**src/rtl/id_ex_stage_pkg.sv**
```systemverilog
`default_nettype none
// ============================================================================
//  Module   : id_ex_stage_pkg
//  Purpose  : Shared definitions for the ID/EX operand-delivery stage:
//             datapath widths, ALU operation encodings and forwarding-select
//             codes.
//  Revision : 1.0  initial release
// ============================================================================
package id_ex_stage_pkg;

   localparam int XLEN   = 32;
   localparam int REG_AW = 5;

   // Existing 4-bit ALU operation set; code 0 doubles as the bubble/reset op.
   typedef enum logic [3:0] {
      ALU_ADD  = 4'd0,
      ALU_SUB  = 4'd1,
      ALU_SLL  = 4'd2,
      ALU_SLT  = 4'd3,
      ALU_SLTU = 4'd4,
      ALU_XOR  = 4'd5,
      ALU_SRL  = 4'd6,
      ALU_SRA  = 4'd7,
      ALU_OR   = 4'd8,
      ALU_AND  = 4'd9
   } alu_funct_e;

   // Operand source selects used by the forwarding network.
   localparam logic [1:0] FWD_REG = 2'd0;
   localparam logic [1:0] FWD_EXM = 2'd1;
   localparam logic [1:0] FWD_WB  = 2'd2;

endpackage : id_ex_stage_pkg
`default_nettype wire

```
**src/rtl/id_ex_stage_fwd_unit.sv**
```systemverilog
`default_nettype none
// ============================================================================
//  Module   : id_ex_stage_fwd_unit
//  Purpose  : Per-operand forwarding select. Picks the EX/MEM result, the
//             MEM/WB writeback value or the registered regfile data for one
//             source register. EX/MEM has priority; x0 is never forwarded.
//  Ports    : i_rs            source register index held in ID/EX
//             i_reg_data      registered regfile read data
//             i_exm_*         EX/MEM destination, write enable, result
//             i_wb_*          MEM/WB destination, write enable, data
//             o_data          operand value delivered to EX
//  Config   : FWD_EN defined   -> forwarding network active
//             FWD_EN undefined -> o_data is always the registered data
//  Revision : 1.0  initial release
// ============================================================================
module id_ex_stage_fwd_unit
   import id_ex_stage_pkg::*;
#(
   parameter int XLEN   = 32,
   parameter int REG_AW = 5
) (
   input  logic [REG_AW-1:0] i_rs,
   input  logic [XLEN-1:0]   i_reg_data,
   input  logic [REG_AW-1:0] i_exm_rd,
   input  logic              i_exm_we,
   input  logic [XLEN-1:0]   i_exm_result,
   input  logic [REG_AW-1:0] i_wb_rd,
   input  logic              i_wb_we,
   input  logic [XLEN-1:0]   i_wb_data,
   output logic [XLEN-1:0]   o_data
);

`ifdef FWD_EN
   logic [1:0] w_sel;

   always_comb begin
      w_sel = FWD_REG;
      if (i_rs != '0) begin
         if (i_exm_we && (i_exm_rd == i_rs))
            w_sel = FWD_EXM;
         else if (i_wb_we && (i_wb_rd == i_rs))
            w_sel = FWD_WB;
      end
   end

   always_comb begin
      o_data = i_reg_data;
      case (w_sel)
         FWD_EXM: o_data = i_exm_result;
         FWD_WB:  o_data = i_wb_data;
         default: o_data = i_reg_data;
      endcase
   end
`else
   // No forwarding: stalls in the parent cover every RAW hazard.
   logic w_unused;
   assign w_unused = ^{i_rs, i_exm_rd, i_exm_we, i_exm_result,
                       i_wb_rd, i_wb_we, i_wb_data};
   assign o_data   = i_reg_data;
`endif

endmodule : id_ex_stage_fwd_unit
`default_nettype wire

```
**src/rtl/id_ex_stage.sv**
```systemverilog
`default_nettype none
// ============================================================================
//  Module   : id_ex_stage
//  Purpose  : ID/EX pipeline register and operand delivery to the EX ALU.
//             Latches decoded fields, forwards from EX/MEM and MEM/WB,
//             detects load-use hazards (stall ID + insert one bubble) and
//             honours branch flush and the backend hold.
//  Ports    : clk, rst_n          clock, synchronous active-low reset
//             i_id_*              decoded instruction fields from ID
//             i_flush, i_hold     squash entering instruction / freeze
//             i_exm_*, i_wb_*     downstream destinations and values
//             o_ex_*              registered controls, PC and rd
//             o_alu_*             ALU funct and operands
//             o_ex_store_data     forwarded rs2 for stores
//             o_id_stall          ID/IF must hold their instruction
//  Config   : FWD_EN defined   -> forwarding, stall only on load-use
//             FWD_EN undefined -> no forwarding, stall on any RAW hazard
//                                 against EX or EX/MEM (WB covered by the
//                                 regfile's write-before-read)
//  Revision : 1.0  initial release
// ============================================================================
module id_ex_stage
   import id_ex_stage_pkg::*;
#(
   parameter int XLEN   = id_ex_stage_pkg::XLEN,
   parameter int REG_AW = id_ex_stage_pkg::REG_AW
) (
   input  logic              clk,
   input  logic              rst_n,
   input  logic              i_id_valid,
   input  logic [XLEN-1:0]   i_id_pc,
   input  logic [REG_AW-1:0] i_id_rs1,
   input  logic [REG_AW-1:0] i_id_rs2,
   input  logic [REG_AW-1:0] i_id_rd,
   input  logic [XLEN-1:0]   i_id_rs1_data,
   input  logic [XLEN-1:0]   i_id_rs2_data,
   input  logic [XLEN-1:0]   i_id_imm,
   input  logic [3:0]        i_id_alu_funct,
   input  logic              i_id_src1_pc,
   input  logic              i_id_src2_imm,
   input  logic              i_id_reg_write,
   input  logic              i_id_mem_read,
   input  logic              i_id_mem_write,
   input  logic              i_flush,
   input  logic              i_hold,
   input  logic [REG_AW-1:0] i_exm_rd,
   input  logic              i_exm_reg_write,
   input  logic [XLEN-1:0]   i_exm_result,
   input  logic [REG_AW-1:0] i_wb_rd,
   input  logic              i_wb_reg_write,
   input  logic [XLEN-1:0]   i_wb_data,
   output logic              o_ex_valid,
   output logic              o_ex_reg_write,
   output logic              o_ex_mem_read,
   output logic              o_ex_mem_write,
   output logic [XLEN-1:0]   o_ex_pc,
   output logic [REG_AW-1:0] o_ex_rd,
   output logic [3:0]        o_alu_funct,
   output logic [XLEN-1:0]   o_alu_op1,
   output logic [XLEN-1:0]   o_alu_op2,
   output logic [XLEN-1:0]   o_ex_store_data,
   output logic              o_id_stall
);

   logic              r_ex_valid, r_ex_reg_write, r_ex_mem_read, r_ex_mem_write;
   logic [XLEN-1:0]   r_ex_pc, r_ex_rs1_data, r_ex_rs2_data, r_ex_imm;
   logic [REG_AW-1:0] r_ex_rd, r_ex_rs1, r_ex_rs2;
   logic [3:0]        r_alu_funct;
   logic              r_ex_src1_pc, r_ex_src2_imm;

   logic              w_id_reads_ex_rd;
   logic              w_load_use;
   logic              w_raw;
   logic              w_stall;
   logic [XLEN-1:0]   w_fwd_rs1, w_fwd_rs2;

   // ------------------------------------------------------------------
   // Hazard detection
   // ------------------------------------------------------------------
   assign w_id_reads_ex_rd = (r_ex_rd != '0) &&
                             ((r_ex_rd == i_id_rs1) || (r_ex_rd == i_id_rs2));

   assign w_load_use = i_id_valid & r_ex_valid & r_ex_mem_read & w_id_reads_ex_rd;

`ifdef FWD_EN
   assign w_raw = 1'b0;
`else
   // Without forwarding, any producer still in EX or EX/MEM must drain
   // to WB before the consumer can read the regfile.
   assign w_raw = i_id_valid &
                  ((r_ex_valid & r_ex_reg_write & w_id_reads_ex_rd) |
                   (i_exm_reg_write && (i_exm_rd != '0) &&
                    ((i_exm_rd == i_id_rs1) || (i_exm_rd == i_id_rs2))));
`endif

   // Flush squashes the instruction that would have caused the stall.
   assign w_stall    = (w_load_use | w_raw) & ~i_flush;
   assign o_id_stall = w_stall;

   // ------------------------------------------------------------------
   // ID/EX register
   // ------------------------------------------------------------------
   always_ff @(posedge clk) begin
      if (!rst_n) begin
         r_ex_valid     <= 1'b0;
         r_ex_reg_write <= 1'b0;
         r_ex_mem_read  <= 1'b0;
         r_ex_mem_write <= 1'b0;
         r_ex_pc        <= '0;
         r_ex_rd        <= '0;
         r_ex_rs1       <= '0;
         r_ex_rs2       <= '0;
         r_ex_rs1_data  <= '0;
         r_ex_rs2_data  <= '0;
         r_ex_imm       <= '0;
         r_alu_funct    <= ALU_ADD;
         r_ex_src1_pc   <= 1'b0;
         r_ex_src2_imm  <= 1'b0;
      end else if (!i_hold) begin
         if (i_flush || w_stall) begin
            r_ex_valid     <= 1'b0;
            r_ex_reg_write <= 1'b0;
            r_ex_mem_read  <= 1'b0;
            r_ex_mem_write <= 1'b0;
         end else begin
            r_ex_valid     <= i_id_valid;
            r_ex_reg_write <= i_id_valid & i_id_reg_write;
            r_ex_mem_read  <= i_id_valid & i_id_mem_read;
            r_ex_mem_write <= i_id_valid & i_id_mem_write;
            r_ex_pc        <= i_id_pc;
            r_ex_rd        <= i_id_rd;
            r_ex_rs1       <= i_id_rs1;
            r_ex_rs2       <= i_id_rs2;
            r_ex_rs1_data  <= i_id_rs1_data;
            r_ex_rs2_data  <= i_id_rs2_data;
            r_ex_imm       <= i_id_imm;
            r_alu_funct    <= i_id_alu_funct;
            r_ex_src1_pc   <= i_id_src1_pc;
            r_ex_src2_imm  <= i_id_src2_imm;
         end
      end
   end

   // ------------------------------------------------------------------
   // Forwarding and operand selection
   // ------------------------------------------------------------------
   id_ex_stage_fwd_unit #(.XLEN(XLEN), .REG_AW(REG_AW)) u_fwd_rs1 (
      .i_rs         (r_ex_rs1),
      .i_reg_data   (r_ex_rs1_data),
      .i_exm_rd     (i_exm_rd),
      .i_exm_we     (i_exm_reg_write),
      .i_exm_result (i_exm_result),
      .i_wb_rd      (i_wb_rd),
      .i_wb_we      (i_wb_reg_write),
      .i_wb_data    (i_wb_data),
      .o_data       (w_fwd_rs1)
   );

   id_ex_stage_fwd_unit #(.XLEN(XLEN), .REG_AW(REG_AW)) u_fwd_rs2 (
      .i_rs         (r_ex_rs2),
      .i_reg_data   (r_ex_rs2_data),
      .i_exm_rd     (i_exm_rd),
      .i_exm_we     (i_exm_reg_write),
      .i_exm_result (i_exm_result),
      .i_wb_rd      (i_wb_rd),
      .i_wb_we      (i_wb_reg_write),
      .i_wb_data    (i_wb_data),
      .o_data       (w_fwd_rs2)
   );

   assign o_alu_op1       = r_ex_src1_pc  ? r_ex_pc  : w_fwd_rs1;
   assign o_alu_op2       = r_ex_src2_imm ? r_ex_imm : w_fwd_rs2;
   assign o_ex_store_data = w_fwd_rs2;

   assign o_ex_valid     = r_ex_valid;
   assign o_ex_reg_write = r_ex_reg_write;
   assign o_ex_mem_read  = r_ex_mem_read;
   assign o_ex_mem_write = r_ex_mem_write;
   assign o_ex_pc        = r_ex_pc;
   assign o_ex_rd        = r_ex_rd;
   assign o_alu_funct    = r_alu_funct;

endmodule : id_ex_stage
`default_nettype wire
```
**config.mk**
```make
export PLATFORM = sky130hd
export DESIGN_NAME = id_ex_stage
export DESIGN_NICKNAME = d
export VERILOG_FILES = /design/src/rtl/id_ex_stage_pkg.sv /design/src/rtl/id_ex_stage_fwd_unit.sv /design/src/rtl/id_ex_stage.sv
export SDC_FILE = /design/constraint.sdc
export NUM_CORES = 1
export LEC_CHECK = 0
export CORE_AREA = 2 2 147 149
export DETAILED_ROUTE_END_ITERATION = 12
export DIE_AREA = 0 0 149 151
export GPL_ROUTABILITY_DRIVEN = 1
export PLACE_DENSITY = 0.73
export SETUP_SLACK_MARGIN = 0.4
export SYNTH_ARGS = -nofsm -noshare
export SYNTH_HDL_FRONTEND = slang
export SYNTH_HIERARCHICAL = 1
export SYNTH_SLANG_ARGS = --single-unit
```
**constraint.sdc**
```tcl
create_clock -name clk -period 2.68 [get_ports clk]
set_clock_uncertainty 0.1 [all_clocks]
set_input_delay 0.536 -clock clk [delete_from_list [all_inputs] [get_ports clk]]
set_output_delay 0.536 -clock clk [all_outputs]
set_load 0.03 [all_outputs]
```
==> impl_metrics.py, run 1 <==
metrics = {
    "detailed_routing": {
        "finalWirelength_mm": 21.0,
        "route.detailed.wl_per_inst_um": 15.7,
        "initialDrtViolationCount": 148,
        "avgViaCountPerCell": 4.54,
        "dr.pass1.iters": 5,
        "vias": 6089,
        "drc": 0,
        "detail-route-antenna-nets": 0,
    },
    "power_and_ir_drop": {
        "leakagePower_nw": 4.58,
        "vdd.ir_drop.worst_mv": 0.380,
        "powerDensity_nw_per_um2": 545,
    },
    "die": {
        "die_area_sq_um": 22500,
        "dieHeight_um": 151,
        "rows": 53,
        "core_region_area_sq_um": 20800,
        "i_o_pin_total": 375,
        "initial_utilization_pct": 34.4,
        "die_w_um": 149,
    },
    "min_path": {
        "holdCritPathClass": "reg -> reg",
    },
    "global_routing": {
        "groute.usage.overall_pct": 17.3,
        "grt.met2_usage_pct": 30.8,
        "vias_in_the_first_global_route": 5844,
        "grt_use_met1_pct": 20.3,
        "grt_max_degree": 119,
        "gr-total-overflow": 0,
        "routing_usage_on_met3_pct": 4.79,
        "grt_first_pass_wirelength_mm": 30.7,
        "antenna_found_initial": 0,
        "busiest_layer": "met2",
    },
    "layout": {
        "post-route-util_pct": 52.5,
        "leading_cell_type_in_the_layout_fill_and_taps_excluded": "sky130_fd_sc_hd__nand2_1",
        "syn_to_final_growth_pct": 52.5,
        "layout.filler_cells": 1948,
        "nNetsFinal": 1286,
        "multi_input_comb_area_sq_um": 3540,
        "seqCellArea_sq_um": 2880,
        "fraction_of_layout_instances_using_a_drive_strength_above_1_pct": 22.0,
        "final_cell_mix": "sky130_fd_sc_hd__nand2_1, sky130_fd_sc_hd__clkdlybuf4s50_1, sky130_fd_sc_hd__mux2i_1",
        "antennaDiodeCount": 0,
    },
    "setup_path": {
        "critical_path_required_time_ns": 2.04,
        "worstPathMaxFanout": 2,
        "crit_path_end_kind": "output port",
        "critPathLaunchType": "input pin",
        "timing.critical_path.arrival_ns": 1.67,
        "critical_path.max_stage_delay_ns": 0.35,
        "crit_chain": "buf_6, or3_1, o311a_1, a22oi_1, nor2_1, buf_4",
        "slowest_stage": "sky130_fd_sc_hd__or3_1",
        "path_class": "in -> out",
    },
    "synth": {
        "synth_warnings": 6,
        "synth_cells": 795,
        "syn-cell-area_sq_um": 7170,
        "synthesis.area_per_instance_sq_um": 9.02,
        "synthesis.nets": 1028,
    },
    "sta": {
        "setup_viol_count_final": 0,
        "holdWs_ns": 0.356,
        "timing.slew.headroom_pct": 48.6,
        "setup_repair_after_global_routing_missed_its_margin": "true",
        "timing.final.hold_violations": 0,
        "slew_at_the_pin_closest_to_its_max_slew_limit_ns": 0.770,
        "setup-tns-final_ns": 0,
        "layout_setup_ws_ns": 0.375,
        "slew_violations": 0,
        "post-route-period-util_pct": 86.0,
        "final.min_clock_period_ns": 2.30,
        "achievable-frequency_mhz": 434,
    },
    "clock_network": {
        "clock_latency_on_the_worst_skew_pair_ns": 0.41,
        "clk_pin_slew_ns": 0.06,
        "cts_buffer_depth": 2,
        "cts_buffers": 17,
        "holdBufCountCts": 0,
        "sink_count_of_the_clock_tree": 143,
        "htreeDepth": 4,
        "root_buffer": "sky130_fd_sc_hd__clkbuf_16",
        "cts_tree": "done",
    },
    "placed_design": {
        "dpl_worst_slack_ns": -0.424,
        "hpwlAfterDp_mm": 14.0,
        "port-buffer-count": 304,
        "globalplace.congestion": 0.852,
    },
    "run_status": {
        "run_status": "finished clean",
    },
    "flow_run": {
        "cap_violations": 0,
    },
}
-- layout make-up --
class                           instances  share of cell area (%)
Clock buffer                           19                    4.14
Tap cell                              275                    3.15
Sequential cell                       143                    26.3
Clock inverter                         13                    1.29
Timing Repair Buffer                  362                    32.7
Multi-Input combinational cell        529                    32.4
-- power by group --
group | internal [W] | switching (W)
sequential | 0.00224 | 0.0000796
combinational | 0.000648 | 0.000613
clock | 0.00137 | 0.00102
total | 0.00425 | 0.00171
-- repair_timing --
action                                  in CTS  in global routing
resized for setup                          332                 47
cloned                                       4                  7
endpoints found under the setup margin     206                156
pin swaps                                    9                  6
setup buffers                                4                  5
-- path summary, 6_finish.rpt --
check | slack (ns) | end | from | depth (start not counted)
setup / recovery | 0.38 | o_id_stall | i_exm_rd[0] | 6
hold / removal | 0.36 | r_ex_rs1_data[1]$_SDFFE_PN0P_ | r_ex_rs1_data[1]$_SDFFE_PN0P_ | 2
setup reg to reg | 0.53 | o_ex_pc[8]$_SDFFE_PN0P_ | o_ex_rd[4]$_SDFFE_PN0P_ | 10
hold reg to reg | 0.36 | r_ex_rs1_data[1]$_SDFFE_PN0P_ | r_ex_rs1_data[1]$_SDFFE_PN0P_ | 2
-- layer usage --
layer  part of all wire [%]  vias to the layer above
met5                      0                        -
met4                    1.8                        0
met3                    6.1                       22
met2                     50                      188
met1                     43                     2821
li1                       -                     3058
-- sequential cells by signal, indices dropped and copies added, names as in the netlist --
register        flops
o_alu_funct         4
o_ex_mem_read       1
o_ex_mem_write      1
o_ex_pc            32
o_ex_rd             5
o_ex_reg_write      1
o_ex_valid          1
r_ex_imm           32
r_ex_rs1_data      32
r_ex_rs2_data      32
r_ex_src1_pc        1
r_ex_src2_imm       1
-- stage by stage --
step	cell area [sq um]	cells	power [W]
finish	10900	1341	0.00596
global placement	10200	1289	0.00359
floorplan	7170	795	0.00306
detailed placement	10200	1289	0.00360
CTS	10800	1329	0.00600
global route	10900	1341	0.00622
-- worst max-delay path: cells and delay by family --
kind,cells,cell delay (ns)
AOI/OAI and AO/OA,2,0.46
and+or+nand+nor,2,0.41
buffers and inverters,2,0.26
No activity file was read; power rests on OpenSTA's default activity.
==> run 2: changes to the inputs <==
--- a/config.mk
+++ b/config.mk
@@ -5,13 +5,13 @@
 export SDC_FILE = /design/constraint.sdc
 export NUM_CORES = 1
 export LEC_CHECK = 0
-export CORE_AREA = 2 2 147 149
+export CAP_MARGIN = 10
+export CORE_AREA = 2 2 146 148
 export DETAILED_ROUTE_END_ITERATION = 12
-export DIE_AREA = 0 0 149 151
+export DIE_AREA = 0 0 148 150
 export GPL_ROUTABILITY_DRIVEN = 1
-export PLACE_DENSITY = 0.73
+export PLACE_DENSITY = 0.7
 export SETUP_SLACK_MARGIN = 0.4
 export SYNTH_ARGS = -nofsm -noshare
 export SYNTH_HDL_FRONTEND = slang
-export SYNTH_HIERARCHICAL = 1
 export SYNTH_SLANG_ARGS = --single-unit
==> impl_metrics.py, run 2 <==
metrics = {
    "run_status": {
        "run_status": "finished clean",
    },
    "synth": {
        "synth_top_area_share_pct": 42.9,
        "synth-adder-area-share_pct": 0,
        "synth_cells": 728,
        "synth-compound-area-share_pct": 1.44,
        "synthDistinctLibCells": 22,
        "synth-main-ff-cell": "sky130_fd_sc_hd__dfxtp_1",
        "synth_warnings": 0,
        "synthesis.nets": 961,
        "synthesis.area_per_instance_sq_um": 9.17,
        "synth-seq-area-share_pct": 42.9,
        "list_of_most_frequent_post_synthesis_cells": "sky130_fd_sc_hd__nand2_1, sky130_fd_sc_hd__dfxtp_1, sky130_fd_sc_hd__mux2i_1, sky130_fd_sc_hd__mux2_2, sky130_fd_sc_hd__clkbuf_1",
        "post-synth-top-count-cell": "sky130_fd_sc_hd__nand2_1",
        "synth-async-reset-ratio_pct": 0,
        "number_of_synthesized_flops_with_an_enable_pin": 0,
        "yosys.area_share.simple_pct": 16.9,
        "synthDominantAreaCellType": "sky130_fd_sc_hd__dfxtp_1",
        "yosys-mux-area-fraction_pct": 31.6,
        "ys_seq_elements": 143,
        "syn-cell-area_sq_um": 6680,
        "synth_area_leaders": "sky130_fd_sc_hd__dfxtp_1, sky130_fd_sc_hd__mux2i_1, sky130_fd_sc_hd__nand2_1",
        "synth_top_family_by_area": "multiplexers",
        "synthXorXnorAreaFrac_pct": 2.62,
    },
    "clock_network": {
        "cts_tree": "done",
        "clk_pin_slew_ns": 0.06,
        "cts_buffers": 17,
        "root_buffer": "sky130_fd_sc_hd__clkbuf_16",
        "clock_latency_on_the_worst_skew_pair_ns": 0.41,
        "sink_count_of_the_clock_tree": 143,
        "cts_buffer_depth": 2,
        "htreeDepth": 4,
        "holdBufCountCts": 0,
    },
    "setup_path": {
        "path_class": "in -> out",
        "crit_path_end_kind": "output port",
        "worstPathMaxFanout": 3,
        "critPathLaunchType": "input pin",
        "timing.critical_path.arrival_ns": 1.68,
        "critical_path_required_time_ns": 2.04,
    },
    "global_routing": {
        "grt_max_degree": 110,
        "routing_usage_on_met3_pct": 5.24,
        "vias_in_the_first_global_route": 5902,
        "grt_use_met1_pct": 21.7,
        "antenna_found_initial": 0,
        "groute.usage.overall_pct": 17.5,
        "busiest_layer": "met2",
        "grt_first_pass_wirelength_mm": 30.9,
        "gr-total-overflow": 0,
        "grt.met2_usage_pct": 29.3,
    },
    "layout": {
        "stdcell_count": 1337,
        "fraction_of_layout_instances_using_a_drive_strength_above_1_pct": 22.2,
        "antennaDiodeCount": 0,
        "final_cell_mix": "sky130_fd_sc_hd__nand2_1, sky130_fd_sc_hd__clkdlybuf4s50_1, sky130_fd_sc_hd__mux2i_1",
        "leading_cell_type_in_the_layout_fill_and_taps_excluded": "sky130_fd_sc_hd__nand2_1",
        "nNetsFinal": 1282,
        "syn_to_final_growth_pct": 63.4,
        "layout.filler_cells": 1925,
        "multi_input_comb_area_sq_um": 3570,
        "finalInstanceArea_sq_um": 10900,
        "seqCellArea_sq_um": 2880,
    },
    "die": {
        "initial_utilization_pct": 32.3,
        "dieHeight_um": 150,
        "core_region_area_sq_um": 20700,
        "i_o_pin_total": 375,
        "die_w_um": 148,
        "die_area_sq_um": 22200,
        "rows": 53,
    },
    "sta": {
        "achievable-frequency_mhz": 432,
        "slew_violations": 0,
        "post-route-period-util_pct": 86.4,
        "timing.slew.headroom_pct": 53.3,
        "setup_viol_count_final": 0,
        "setup_repair_after_global_routing_missed_its_margin": "true",
        "final.min_clock_period_ns": 2.31,
        "slew_at_the_pin_closest_to_its_max_slew_limit_ns": 0.700,
        "setup-tns-final_ns": 0,
        "timing.final.hold_violations": 0,
    },
    "detailed_routing": {
        "route.detailed.wl_per_inst_um": 15.8,
        "drc": 0,
        "detail-route-antenna-nets": 0,
        "finalWirelength_mm": 21.1,
        "initialDrtViolationCount": 179,
        "dr.pass1.iters": 4,
        "avgViaCountPerCell": 4.50,
        "vias": 6019,
    },
    "placed_design": {
        "hpwlAfterDp_mm": 14.3,
        "globalplace.congestion": 0.815,
        "port-buffer-count": 304,
        "placed_area_sq_um": 10200,
        "post-place-cells": 1289,
    },
    "power_and_ir_drop": {
        "leakagePower_nw": 4.54,
        "powerDensity_nw_per_um2": 533,
        "vdd.ir_drop.worst_mv": 0.374,
    },
    "min_path": {
        "holdCritPathClass": "reg -> reg",
    },
    "flow_run": {
        "cap_violations": 0,
    },
}
## run 2: cell types whose count changed in the layout (fill, tap and decap cells not counted), sizes merged
cell,change
buf,-17
clkdlybuf4s15,+12
inv,-6
clkbuf,+5
clkinv,+5
dlygate4sd2,-3
clkdlybuf4s50,-1
dlymetal6s2s,+1
## run 2: repair_timing
item,CTS,global route
pin swaps,5,8
buffers inserted,1,4
cloned,2,9
endpoints found under the setup margin,208,52
resized for setup,299,78
## run 2: worst max-delay path: stages
cell	delay [ns]
sky130_fd_sc_hd__dlygate4sd2_1	0.28
sky130_fd_sc_hd__buf_4	0.14
sky130_fd_sc_hd__o311a_1	0.36
sky130_fd_sc_hd__a22oi_2	0.12
sky130_fd_sc_hd__nor2_1	0.07
sky130_fd_sc_hd__buf_4	0.17
## run 2: cell families (layout without fill, tap and decap cells)
kind of cell / Yosys count / in the layout
simple gates: 295 / 295
mux: 203 / 203
flops: 143 / 143
buf+inv: 56 / 390
xor+xnor: 20 / 20
compound gates: 11 / 11
## run 2: final cells by class
type                    count  area share (%)
well taps                 275            3.16
clock buffers              20            4.00
multi-input cells         529            32.8
repair buffers            358            32.6
clock inverters            12            1.02
flip-flops and latches    143            26.4
## run 2: path summary, 6_finish.rpt
path | startpoint | end | slack, ns | cells past startpoint
max | i_exm_rd[3] | o_id_stall | 0.37 | 6
min | r_ex_imm[11]$_SDFFE_PN0P_ | r_ex_imm[11]$_SDFFE_PN0P_ | 0.35 | 2
max reg2reg | o_ex_rd[4]$_SDFFE_PN0P_ | o_ex_rd[2]$_SDFFE_PN0P_ | 0.41 | 11
min reg2reg | r_ex_imm[11]$_SDFFE_PN0P_ | r_ex_imm[11]$_SDFFE_PN0P_ | 0.35 | 2
## run 2: per-stage QoR
step                utilization (%)  setup WS [ns]  total power (W)  hold slack (ns)
CTS                            51.4          0.288          0.00582            0.358
global placement               49.1         -0.432          0.00358            0.339
floorplan                         -          0.441          0.00299            0.331
global route                   52.7          0.263          0.00606            0.373
finish                         52.7          0.366          0.00581            0.353
detailed placement             49.1         -0.420          0.00359            0.345
## run 2: layer usage
metal	vias to the layer above	wire length, um
met5	-	0
met2	173	10100
li1	3049	-
met1	2775	9310
met3	22	1310
met4	0	324
## run 2: where the power goes
group	switching, W	total [W]	internal, W	leakage, nW
clock network	0.000952	0.00224	0.00128	0.261
logic	0.000614	0.00126	0.000644	3.10
registers	0.0000789	0.00232	0.00224	1.17
